### config.mk
export PLATFORM = sky130hd
export DESIGN_NAME = task_xd_arbiter
export DESIGN_NICKNAME = d
export VERILOG_FILES = /design/src/rtl/task_xd_arbiter.sv
export SDC_FILE = /design/constraint.sdc
export NUM_CORES = 1
export LEC_CHECK = 0
export BUFFER_PORTS_ARGS = -buffer_cell sky130_fd_sc_hd__buf_2
export CORE_AREA = 3 3 82 84
export CTS_BUF_LIST = sky130_fd_sc_hd__clkbuf_16
export CTS_CLUSTER_SIZE = 40
export DETAILED_ROUTE_END_ITERATION = 8
export DIE_AREA = 0 0 85 87
export PLACE_DENSITY_LB_ADDON = 0.08
export SLEW_MARGIN = 10
export SYNTH_ARGS = -nofsm -noshare
export SYNTH_HDL_FRONTEND = slang
export SYNTH_SLANG_ARGS = --single-unit
### constraint.sdc
create_clock -name clk -period 4.55 [get_ports clk]
set_input_delay 0.2275 -clock clk [delete_from_list [all_inputs] [get_ports clk]]
set_output_delay 0.2275 -clock clk [all_outputs]
set_load 0.01 [all_outputs]
### src/rtl/task_xd_arbiter.sv
// Round-robin arbiter/sequencer sharing one clock-domain-crossing task channel among C_NUM_REQ requesters.
// Optional WAIT watchdog (req_err / timeout_sticky) is built only when TASK_XD_ARB_TIMEOUT_EN is defined.
module task_xd_arbiter #(
  parameter int unsigned C_NUM_REQ       = 4,
  parameter int unsigned C_DATA_WIDTH    = 32,
  parameter int unsigned C_ID_WIDTH      = 2,
  parameter int unsigned C_TIMEOUT_WIDTH = 16
) (
  input  logic                              clk,
  input  logic                              rst,
  input  logic [C_NUM_REQ-1:0]              req_valid,
  input  logic [C_NUM_REQ*C_DATA_WIDTH-1:0] req_data,
  output logic [C_NUM_REQ-1:0]              req_ready,
  output logic [C_NUM_REQ-1:0]              req_done,
  output logic [C_NUM_REQ-1:0]              req_err,
  output logic                              task_start,
  output logic [C_DATA_WIDTH-1:0]           task_data,
  input  logic                              task_busy,
  input  logic                              task_done,
  output logic [C_ID_WIDTH-1:0]             cur_id,
  output logic                              arb_busy,
  input  logic                              err_clr,
  output logic                              timeout_sticky
);

  typedef enum logic [1:0] {
    IDLE,
    START,
    WAIT
  } arbStateT;

  arbStateT                  state;
  arbStateT                  nextState;
  logic [C_ID_WIDTH-1:0]     last;
  logic [C_ID_WIDTH-1:0]     winner;
  logic [C_ID_WIDTH-1:0]     cand;
  logic [C_DATA_WIDTH-1:0]   winData;
  logic                      anyValid;
  logic                      grant;

  // Search starts one past the previous owner so every requester gets a turn.
  always_comb begin : rrSearch
    winner   = last;
    anyValid = 1'b0;
    cand     = '0;
    for (int unsigned i = 1; i <= C_NUM_REQ; i++) begin
      cand = C_ID_WIDTH'((32'(last) + i) % C_NUM_REQ);
      if (!anyValid && req_valid[cand]) begin
        anyValid = 1'b1;
        winner   = cand;
      end
    end
  end

  always_comb begin : dataMux
    winData = '0;
    for (int unsigned i = 0; i < C_NUM_REQ; i++) begin
      if (winner == C_ID_WIDTH'(i)) winData = req_data[i*C_DATA_WIDTH +: C_DATA_WIDTH];
    end
  end

  always_ff @(posedge clk or posedge rst) begin : fsmReg
    if (rst) state <= IDLE;
    else     state <= nextState;
  end

  // A busy channel in IDLE is a task left over from before reset: grant nothing until it drains.
  always_comb begin : fsmNext
    nextState  = state;
    grant      = 1'b0;
    req_ready  = '0;
    task_start = 1'b0;
    arb_busy   = 1'b1;
    case (state)
      IDLE: begin
        arb_busy = 1'b0;
        if (!task_busy && anyValid) begin
          grant     = 1'b1;
          req_ready = C_NUM_REQ'(1) << winner;
          nextState = START;
        end
      end
      START: begin
        task_start = 1'b1;
        nextState  = WAIT;
      end
      WAIT: begin
        if (task_done) nextState = IDLE;
      end
      default: nextState = IDLE;
    endcase
  end

  always_ff @(posedge clk or posedge rst) begin : dataPath
    if (rst) begin
      last      <= C_ID_WIDTH'(C_NUM_REQ - 1);
      cur_id    <= '0;
      task_data <= '0;
      req_done  <= '0;
    end else begin
      req_done <= '0;
      if (grant) begin
        task_data <= winData;
        cur_id    <= winner;
        last      <= winner;
      end
      if (state == WAIT && task_done) req_done <= C_NUM_REQ'(1) << cur_id;
    end
  end

`ifdef TASK_XD_ARB_TIMEOUT_EN
  logic [C_TIMEOUT_WIDTH-1:0] wdCount;
  logic                       wdExpire;

  // Fires on the edge that takes the counter to all-ones, i.e. only once per task.
  assign wdExpire = (state == WAIT) && (wdCount == {{(C_TIMEOUT_WIDTH-1){1'b1}}, 1'b0});

  always_ff @(posedge clk or posedge rst) begin : watchdog
    if (rst) begin
      wdCount        <= '0;
      req_err        <= '0;
      timeout_sticky <= 1'b0;
    end else begin
      req_err <= '0;
      if (state == START) wdCount <= '0;
      else if (state == WAIT && wdCount != '1) wdCount <= wdCount + C_TIMEOUT_WIDTH'(1);
      if (wdExpire) begin
        req_err        <= C_NUM_REQ'(1) << cur_id;
        timeout_sticky <= 1'b1;
      end else if (err_clr) begin
        timeout_sticky <= 1'b0;
      end
    end
  end
`else
  logic unusedCfg;

  assign unusedCfg      = err_clr | (C_TIMEOUT_WIDTH == 0);
  assign req_err        = '0;
  assign timeout_sticky = 1'b0;
`endif

endmodule

==> qor.csv, run 1 <==
metric;value;unit
initial antenna violation count;0;
fmax;0.347;GHz
clock root cell;clkbuf_16;
r2r endpoint;task_data[29];
Post-CTS Setup Inserts;0;
Post-Route Setup TNS;0;ps
largest net degree at the start of global routing;60;
most frequent cells in the layout;buf_2 (179), dfrtp_1 (40), a21oi_1 (34);
cts hold-fix bufs;0;
floorplan row count;28;
nets;604;
Post-Syn Area;2680;µm²
XOR/XNOR Fraction of Synth Area;0;
post-synthesis cell type count;49;
Synth Area in Compound Gates;0.297;
Synth warnings;0;
Hold Crit Class;in -> async;
fin crit share;0.633;
post-DP HPWL;6650;µm
Least-Margin Pin Slew;1180;ps
Rel. slew slack;0.212;
DIE AREA;7400;µm²
gpl congestion;0.893;
sequential power share;0.292;
port bufs;179;
largest area contributor in the netlist;dfrtp_1;
CP Data Required Time;4320;ps
Synth area leaders;dfrtp_1 (37%), o221ai_1 (6.5%), a21oi_1 (6.4%);
r2r setup slk;1860;ps
antenna-violating nets left;0;
post-CTS resize count;0;
#FFs+latches synth;42;
flip-flop and latch area;1050;µm²
multi-input logic area;1430;µm²
Filler Cells Inserted;572;
Clk Latency, worst-skew pair;280;ps
Max-cap violations;0;
worst vdd ir;0.595;mV
Yosys top cell area share;0.374;
Post-synth ARST share;1.00;
Slew Viols, Final;0;
Core Box Area;5990;µm²
initial core utilization;0.447;
pwr dens;624;nW/µm²
dpl cells;535;
status;finished clean;
P&R area growth vs syn;37.6;%
Pre-antenna DRT Iters;4;
Adder-Cell Fraction of Synth Area;0;
Sw Pwr;1.03;mW
Clk pwr share;0.169;
Avg WL per Cell;17.0;µm
Tmin final;2880;ps
commonest non-fill, non-tap cell in the layout;buf_2;
Synth Flop Type;dfrtp_1;
largest fanout on the critical path;25;
CTS tree;done;
via count;3102;
Die X;85;µm
RSZ-0062 raised after global routing;no;
synthesized instance count;309;
Seq/Total Area, Yosys;0.394;
Post-synth EDFFs;0;
switching share of total power;0.450;
Simple-Gate Fraction of Synth Area;0.223;
Layout Cells excl Fill;542;
CP Capture Type;output port;
depth of the worst register-to-register path;5;
count of final setup violators;0;
clock-pin slew on the worst setup and hold paths;50;ps
number of global-route vias before repair;2933;
Int Power;1.26;mW
htree depth;2;
Num CTS Buffers;5;
worst path arrival time;2650;ps
drt total wl;9240;µm
Mapped Avg Cell Area;8.66;µm²
Longest Clk Path Bufs;2;
worst r2r src;last[1];
Crit Path Class;reg -> out;
die height;87;µm
grt ovf;0;
logic gate share of total power;0.538;
share of layout cells above drive strength 1;0.428;
DRC;0;
Fin. Hold Viols;0;
GRT Overall Usage;0.244;
CP startpoint kind;flip-flop;
vias per inst;5.72;
Pleak;1.77;nW
mux share of post-synthesis cell area;0.00374;
largest family of logic cells by synthesized area;compound AO/OA/AOI/OAI gates;
worst clock skew;5.03;ps
DRT iter0 DRCs;160;
I/O pin cnt;186;
CTS Sinks;42;
Ant. Diodes;0;
first-pass GRT wire length;14600;µm
Critical Path Start;last[0];
## power by group through the flow
stage | clock [mW] | sequential [mW] | combinational [mW]
3_3_place_gp | 0 | 0.669 | 1.24
6_report | 0.389 | 0.671 | 1.24
4_1_cts | 0.394 | 0.669 | 1.25
3_5_place_dp | 0 | 0.673 | 1.25
5_1_grt | 0.412 | 0.696 | 1.39
2_1_floorplan | 0 | 0.720 | 0.797
## logic make-up (layout without fill, tap and decap cells)
| logic type | Yosys count | count (layout) |
|---|---|---|
| mux | 1 | 1 |
| other cells | 1 | 5 |
| buf+inv | 44 | 198 |
| simple gates | 110 | 110 |
| compound gates | 111 | 111 |
| flops | 42 | 42 |
## synth_stat cells (4+ instances only)
master and count:
buf_4 6, nand2_1 28, buf_2 18, o221ai_1 20, o31ai_1 4, a221oi_1 8
nor2_1 20, a21oi_1 34, clkbuf_1 9, o211ai_1 20, a31oi_1 6, nand3_1 13
nand4_1 20, o21ai_0 4, inv_1 9, dfrtp_1 40
## area by class of cell
| class | count | area share |
|---|---|---|
| multi-input cells | 227 | 0.387 |
| flip-flops and latches | 42 | 0.286 |
| repair buffers | 181 | 0.248 |
| clock buffers | 5 | 0.0340 |
| well taps | 75 | 0.0255 |
| inverters | 10 | 0.0102 |
| clock inverters | 2 | 0.00918 |
## critical path: stages, from the launching register on
cell and delay, ps:
dfstp_2 650, nor2b_4 80, a221oi_2 430, nand2_1 670, nand2_1 330, nor2_1 70
buf_2 150
## flip-flops by register name (all words and copies together) (netlist names)
register and flops:
cur_id 2, last 2, req_done 4, state 2, task_data 32
## how the worst max path moves through the flow
stage,endpoint,slack [ps],cells past startpoint
final,req_ready[3],1670,6
after global routing,req_ready[1],1370,5
after CTS,req_ready[3],1660,6
after detailed placement,task_data[29],1880,5
after global placement,task_data[29],1850,5
after floorplan,req_ready[1],2580,6
## stage by stage
stage / instance area (µm²) / setup slack [ps] / total power, mW / util / hold WS, ps
floorplan: 2690 / 2580 / 1.52 / - / 373
global placement: 3520 / 1850 / 1.91 / 0.588 / 461
detailed placement: 3520 / 1880 / 1.92 / 0.588 / 468
CTS: 3680 / 1660 / 2.32 / 0.614 / 178
global route: 3680 / 1370 / 2.50 / 0.614 / 220
finish: 3680 / 1670 / 2.30 / 0.614 / 138
## layer usage
layer | vias to the layer above | GRT usage | share of wire
met5 | - | 0 | 0
met4 | 0 | 0.0547 | 0.015
met3 | 12 | 0.0558 | 0.090
met2 | 153 | 0.404 | 0.48
met1 | 1438 | 0.328 | 0.42
li1 | 1499 | - | -
Note: power is estimated with default switching activity, not from simulation.
==> run 2, diff against run 1 <==
Settings changed: ABC_AREA set to 1, CORE_AREA 3 3 82 84 to 3 3 87 89, DIE_AREA 0 0 85 87 to 0 0 90 92.
Clock period 4.55 ns to 3 ns, I/O delays scaled along.
==> run 2 against run 1 <==
  * Die area rose by 12%
  * Critical path depth rose by 6
  * Clock power rose by 58%
  * Final cell count rose by 34%
  * Routed wire length rose by 1.0%
  * Combinational power rose to 3.2 times the previous value
  * Register-to-register slack got worse by 1500 ps
  * Critical path type unchanged
  * Largest power group unchanged
==> qor.csv, run 2 <==
metric;value;unit
Crit Path Class;reg -> out;
Post-Syn Area;2940;µm²
Mapped Avg Cell Area;6.43;µm²
biggest regs;task_data: 32 flops, req_done: 4 flops;
CTS Sinks;42;
Die X;90;µm
RSZ-0062 raised after global routing;no;
worst clock skew;2.39;ps
initial core utilization;0.430;
final core occ;0.588;
Max-cap violations;0;
fmax;0.358;GHz
Post-synth ARST share;1.00;
most frequent cells after synthesis;nand2_1 (175), nor2_1 (67), dfrtp_1 (40);
grt ovf;0;
initial antenna violation count;0;
drt total wl;9340;µm
DIE AREA;8280;µm²
Hold Crit Class;in -> reg;
pwr dens;1390;nW/µm²
Yosys top cell area share;0.341;
number of global-route vias before repair;3323;
Post-CTS Setup Inserts;0;
Post-synth EDFFs;0;
vias per inst;4.74;
Fin. Hold Viols;0;
depth of the worst register-to-register path;14;
die height;92;µm
share of layout cells above drive strength 1;0.358;
Filler Cells Inserted;711;
Pleak;2.32;nW
Synth Flop Type;dfrtp_1;
Core Box Area;6830;µm²
CP startpoint kind;flip-flop;
critical path cell sequence;inv_6 -> nand2_1 -> nand2_2 -> nand2_2 -> nand2_4 -> inv_2 -> nand3_2 -> nand3_2 -> nand2_4 -> nand3_2 -> clkinv_2 -> buf_2;
post-DP HPWL;6850;µm
largest fanout on the critical path;25;
CP Capture Type;output port;
fin crit share;0.930;
most frequent cells in the layout;buf_2 (179), nand2_1 (175), nor2_1 (67);
I/O pin cnt;186;
Ant. Diodes;0;
Layout Cells excl Fill;725;
antenna-violating nets left;0;
first-pass GRT wire length;15200;µm
port bufs;179;
largest net degree at the start of global routing;43;
Post-Route Setup TNS;0;ps
DRT iter0 DRCs;205;
htree depth;2;
Least-Margin Pin Slew;888;ps
GRT Overall Usage;0.222;
total power;5.57;mW
max reg flops;32;
floorplan row count;30;
clock root cell;clkbuf_16;
commonest non-fill, non-tap cell in the layout;buf_2;
worst path arrival time;2640;ps
nets;765;
largest area contributor in the netlist;dfrtp_1;
CP Data Required Time;2850;ps
hold depth;2;
hold_ws;53.8;ps
CTS tree;done;
largest reg by FF count;task_data;
Longest Clk Path Bufs;2;
top-count cell post-synth;nand2_1;
count of final setup violators;0;
status;finished clean;
via count;3439;
Seq/Total Area, Yosys;0.358;
Slew Viols, Final;0;
Avg WL per Cell;12.9;µm
most used cell, CP;nand3_2;
Synth warnings;0;
dpl cells;716;
Synth area leaders;dfrtp_1 (34%), nand2_1 (22%), nor2_1 (8.6%);
Crit path largest cell delay;650;ps
#FFs+latches synth;42;
synthesized instance count;457;
clock-pin slew on the worst setup and hold paths;60;ps
Num CTS Buffers;5;
DRC;0;
Tmin final;2790;ps
gpl congestion;0.870;
slowest stage cell, crit path;dfstp_2;
Clk Latency, worst-skew pair;280;ps
worst vdd ir;0.841;mV
post-synthesis cell type count;33;
Pre-antenna DRT Iters;4;
Rel. slew slack;0.407;
P&R area growth vs syn;36.7;%
run 2: cell count changes in the layout (fill, tap and decap cells not counted), moves of 8 or more:
cell and delta:
nand2_1 +147, nor2_1 +47, a21oi_1 -29, nand3_1 +22
o21ai_0 +22, o221ai_1 -20, o211ai_1 -18, nand4_1 -17
inv_1 +14, o21ai_1 +13, a221oi_1 -8
run 2: what timing repair did:
action                     in CTS  in global routing
setup endpoints to repair       0                  2
hold endpoints to repair        0                  0
gates resized for setup         0                  1
hold buffers                    0                  0
run 2: logic make-up (layout without fill, tap and decap cells):
group / count (synthesis) / after routing / share of synthesized area
flops: 42 / 42 / 0.358
simple gates: 306 / 307 / 0.448
other cells: 1 / 5 / 0.00128
buf+inv: 57 / 224 / 0.0992
compound gates: 51 / 51 / 0.0928
run 2: area by class of cell:
cell class              count  area (µm²)  share of cell area
clock inverters             3        40.0             0.00997
flip-flops and latches     42        1050               0.262
well taps                  96         120              0.0299
inverters                  33         133              0.0330
repair buffers            183         926               0.230
multi-input cells         363        1620               0.403
clock buffers               5         125              0.0311
run 2: metal layers:
layer,vias up,part of all wire,global-route usage
li1,1769,-,-
met1,1516,0.42,0.264
met2,140,0.49,0.396
met3,14,0.078,0.0558
met4,0,0.015,0.0676
met5,-,0,0
run 2: worst paths after layout:
path | end | slack, ps | start
worst min-delay path | state[1] | 50 | task_done
max in group asynchronous | task_data[13] | 2390 | rst
worst max register to register | task_data[4] | 350 | last[0]
worst min register to register | req_done[1] | 490 | cur_id[1]
min in group asynchronous | task_data[28] | 60 | rst
worst max-delay path | req_ready[3] | 210 | last[0]
run 2: where the power goes:
group / total, mW / switching (mW) / internal [mW]
combinational: 3.96 / 2.70 / 1.26
clock: 0.613 / 0.224 / 0.390
sequential: 1.00 / 0.153 / 0.847
total: 5.57 / 3.07 / 2.50
run 2: worst max-delay path, delay by kind of cell, from the launching register on:
family                 cells  cell delay, ps
buffers and inverters      4             740
flip-flops                 1             650
AND/OR/NAND/NOR            8             970
run 2: through the flow:
step,worst slack [ps],instance area [µm²]
floorplan,935,2950
global placement,445,3840
detailed placement,368,3840
CTS,116,4010
global route,7.92,4020
finish,209,4020
==> run 3, diff against run 2 <==
Settings changed: RECOVER_POWER set to 25.
==> run 3 against run 2 <==
  * The run now ends with max-capacitance violations, max-slew violations left
  * Worst hold slack gained 0.64 ps
  * Sequential cell count is the same
  * Utilization stayed put
  * Maximum frequency about the same
==> qor.csv, run 3 (same netlist as run 2, synthesis figures left out) <==
metric;value;unit
gpl congestion;0.870;
largest fanout on the critical path;25;
antenna-violating nets left;0;
Crit Path Class;reg -> out;
Tmin final;2790;ps
count of final setup violators;0;
fin crit share;0.930;
share of layout cells above drive strength 1;0.356;
pwr dens;1390;nW/µm²
worst path arrival time;2640;ps
vias per inst;4.75;
grt ovf;0;
Post-Route Setup TNS;0;ps
DRC;0;
hold_ws;54.4;ps
DRT iter0 DRCs;204;
max reg flops;32;
GRT Overall Usage;0.222;
first-pass GRT wire length;15200;µm
multi-input logic area;1620;µm²
commonest non-fill, non-tap cell in the layout;buf_2;
fmax;0.358;GHz
RSZ-0062 raised after global routing;no;
Avg WL per Cell;12.9;µm
die height;92;µm
CTS tree;done;
I/O pin cnt;186;
Max-cap violations;1;
number of global-route vias before repair;3323;
Least-Margin Pin Slew;1600;ps
Filler Cells Inserted;711;
CP Data Required Time;2850;ps
flip-flop and latch area;1050;µm²
largest reg by FF count;task_data;
drt total wl;9320;µm
Clk Latency, worst-skew pair;280;ps
CTS Sinks;42;
failing checks;max-capacitance violations, max-slew violations;
worst clock skew;2.63;ps
Core Box Area;6830;µm²
port bufs;179;
most frequent cells in the layout;buf_2 (179), nand2_1 (175), nor2_1 (67);
htree depth;2;
Ant. Diodes;0;
DIE AREA;8280;µm²
worst vdd ir;0.841;mV
Die X;90;µm
via count;3447;
Pleak;2.32;nW
status;finished with violations;
CP Capture Type;output port;
biggest regs;task_data: 32 flops, req_done: 4 flops;
Longest Clk Path Bufs;2;
P&R area growth vs syn;36.7;%
clock-pin slew on the worst setup and hold paths;60;ps
Slew Viols, Final;43;
initial core utilization;0.430;
largest net degree at the start of global routing;43;
post-DP HPWL;6850;µm
clock root cell;clkbuf_16;
initial antenna violation count;0;
Rel. slew slack;-0.0692;
floorplan row count;30;
Fin. Hold Viols;0;
Num CTS Buffers;5;
Hold Crit Class;in -> reg;
Pre-antenna DRT Iters;4;
CP startpoint kind;flip-flop;
nets;765;
run 3: power by group:
group	total [mW]	internal, mW	switching [mW]
sequential	0.999	0.847	0.152
combinational	3.96	1.26	2.70
clock	0.613	0.390	0.223
total	5.57	2.50	3.07
run 3: per-layer routing:
layer,up-vias,track usage,part of all wire
li1,1769,-,-
met2,143,0.396,0.49
met5,-,0,0
met4,0,0.0676,0.015
met3,15,0.0558,0.080
met1,1520,0.264,0.42
run 3: layout make-up:
class,instances,share of cell area
clock buffers,5,0.0311
multi-input cells,363,0.403
repair buffers,183,0.230
well taps,96,0.0299
inverters,33,0.0330
clock inverters,3,0.00997
flip-flops and latches,42,0.262
run 3: final timing paths:
kind,startpoint,end,slack (ps),cells after the start
max,last[0],req_ready[3],210,12
min,task_done,state[1],50,2
min in group asynchronous,rst,task_data[28],360,2
min reg2reg,cur_id[1],req_done[1],480,1
max reg2reg,last[0],task_data[4],350,14
max in group asynchronous,rst,task_data[13],1710,2
run 3: critical path: stages, from the launching register on:
cell and delay, ps:
dfstp_2 650, inv_6 70, nand2_1 70, nand2_2 80
nand2_2 120, nand2_4 80, inv_2 60, nand3_2 70
nand3_2 150, nand2_4 230, nand3_2 170, clkinv_2 330
buf_2 280
run 3: metrics by stage:
stage	worst slack (ps)	util	cells	area, µm²	power, mW
6_report	209	0.588	725	4020	5.57
5_1_grt	7.92	0.588	725	4020	6.19
4_1_cts	116	0.586	724	4010	5.56
3_5_place_dp	368	0.562	716	3840	4.94
3_3_place_gp	445	0.562	716	3840	4.84
2_1_floorplan	935	-	461	2950	4.04
run 3: repair_timing:
| action | in CTS | in global routing |
|---|---|---|
| buffers inserted | 0 | 0 |
| hold buffers | 0 | 0 |
| gates resized for setup | 0 | 1 |
| endpoints found under the hold margin | 0 | 0 |
| endpoints found under the setup margin | 0 | 2 |
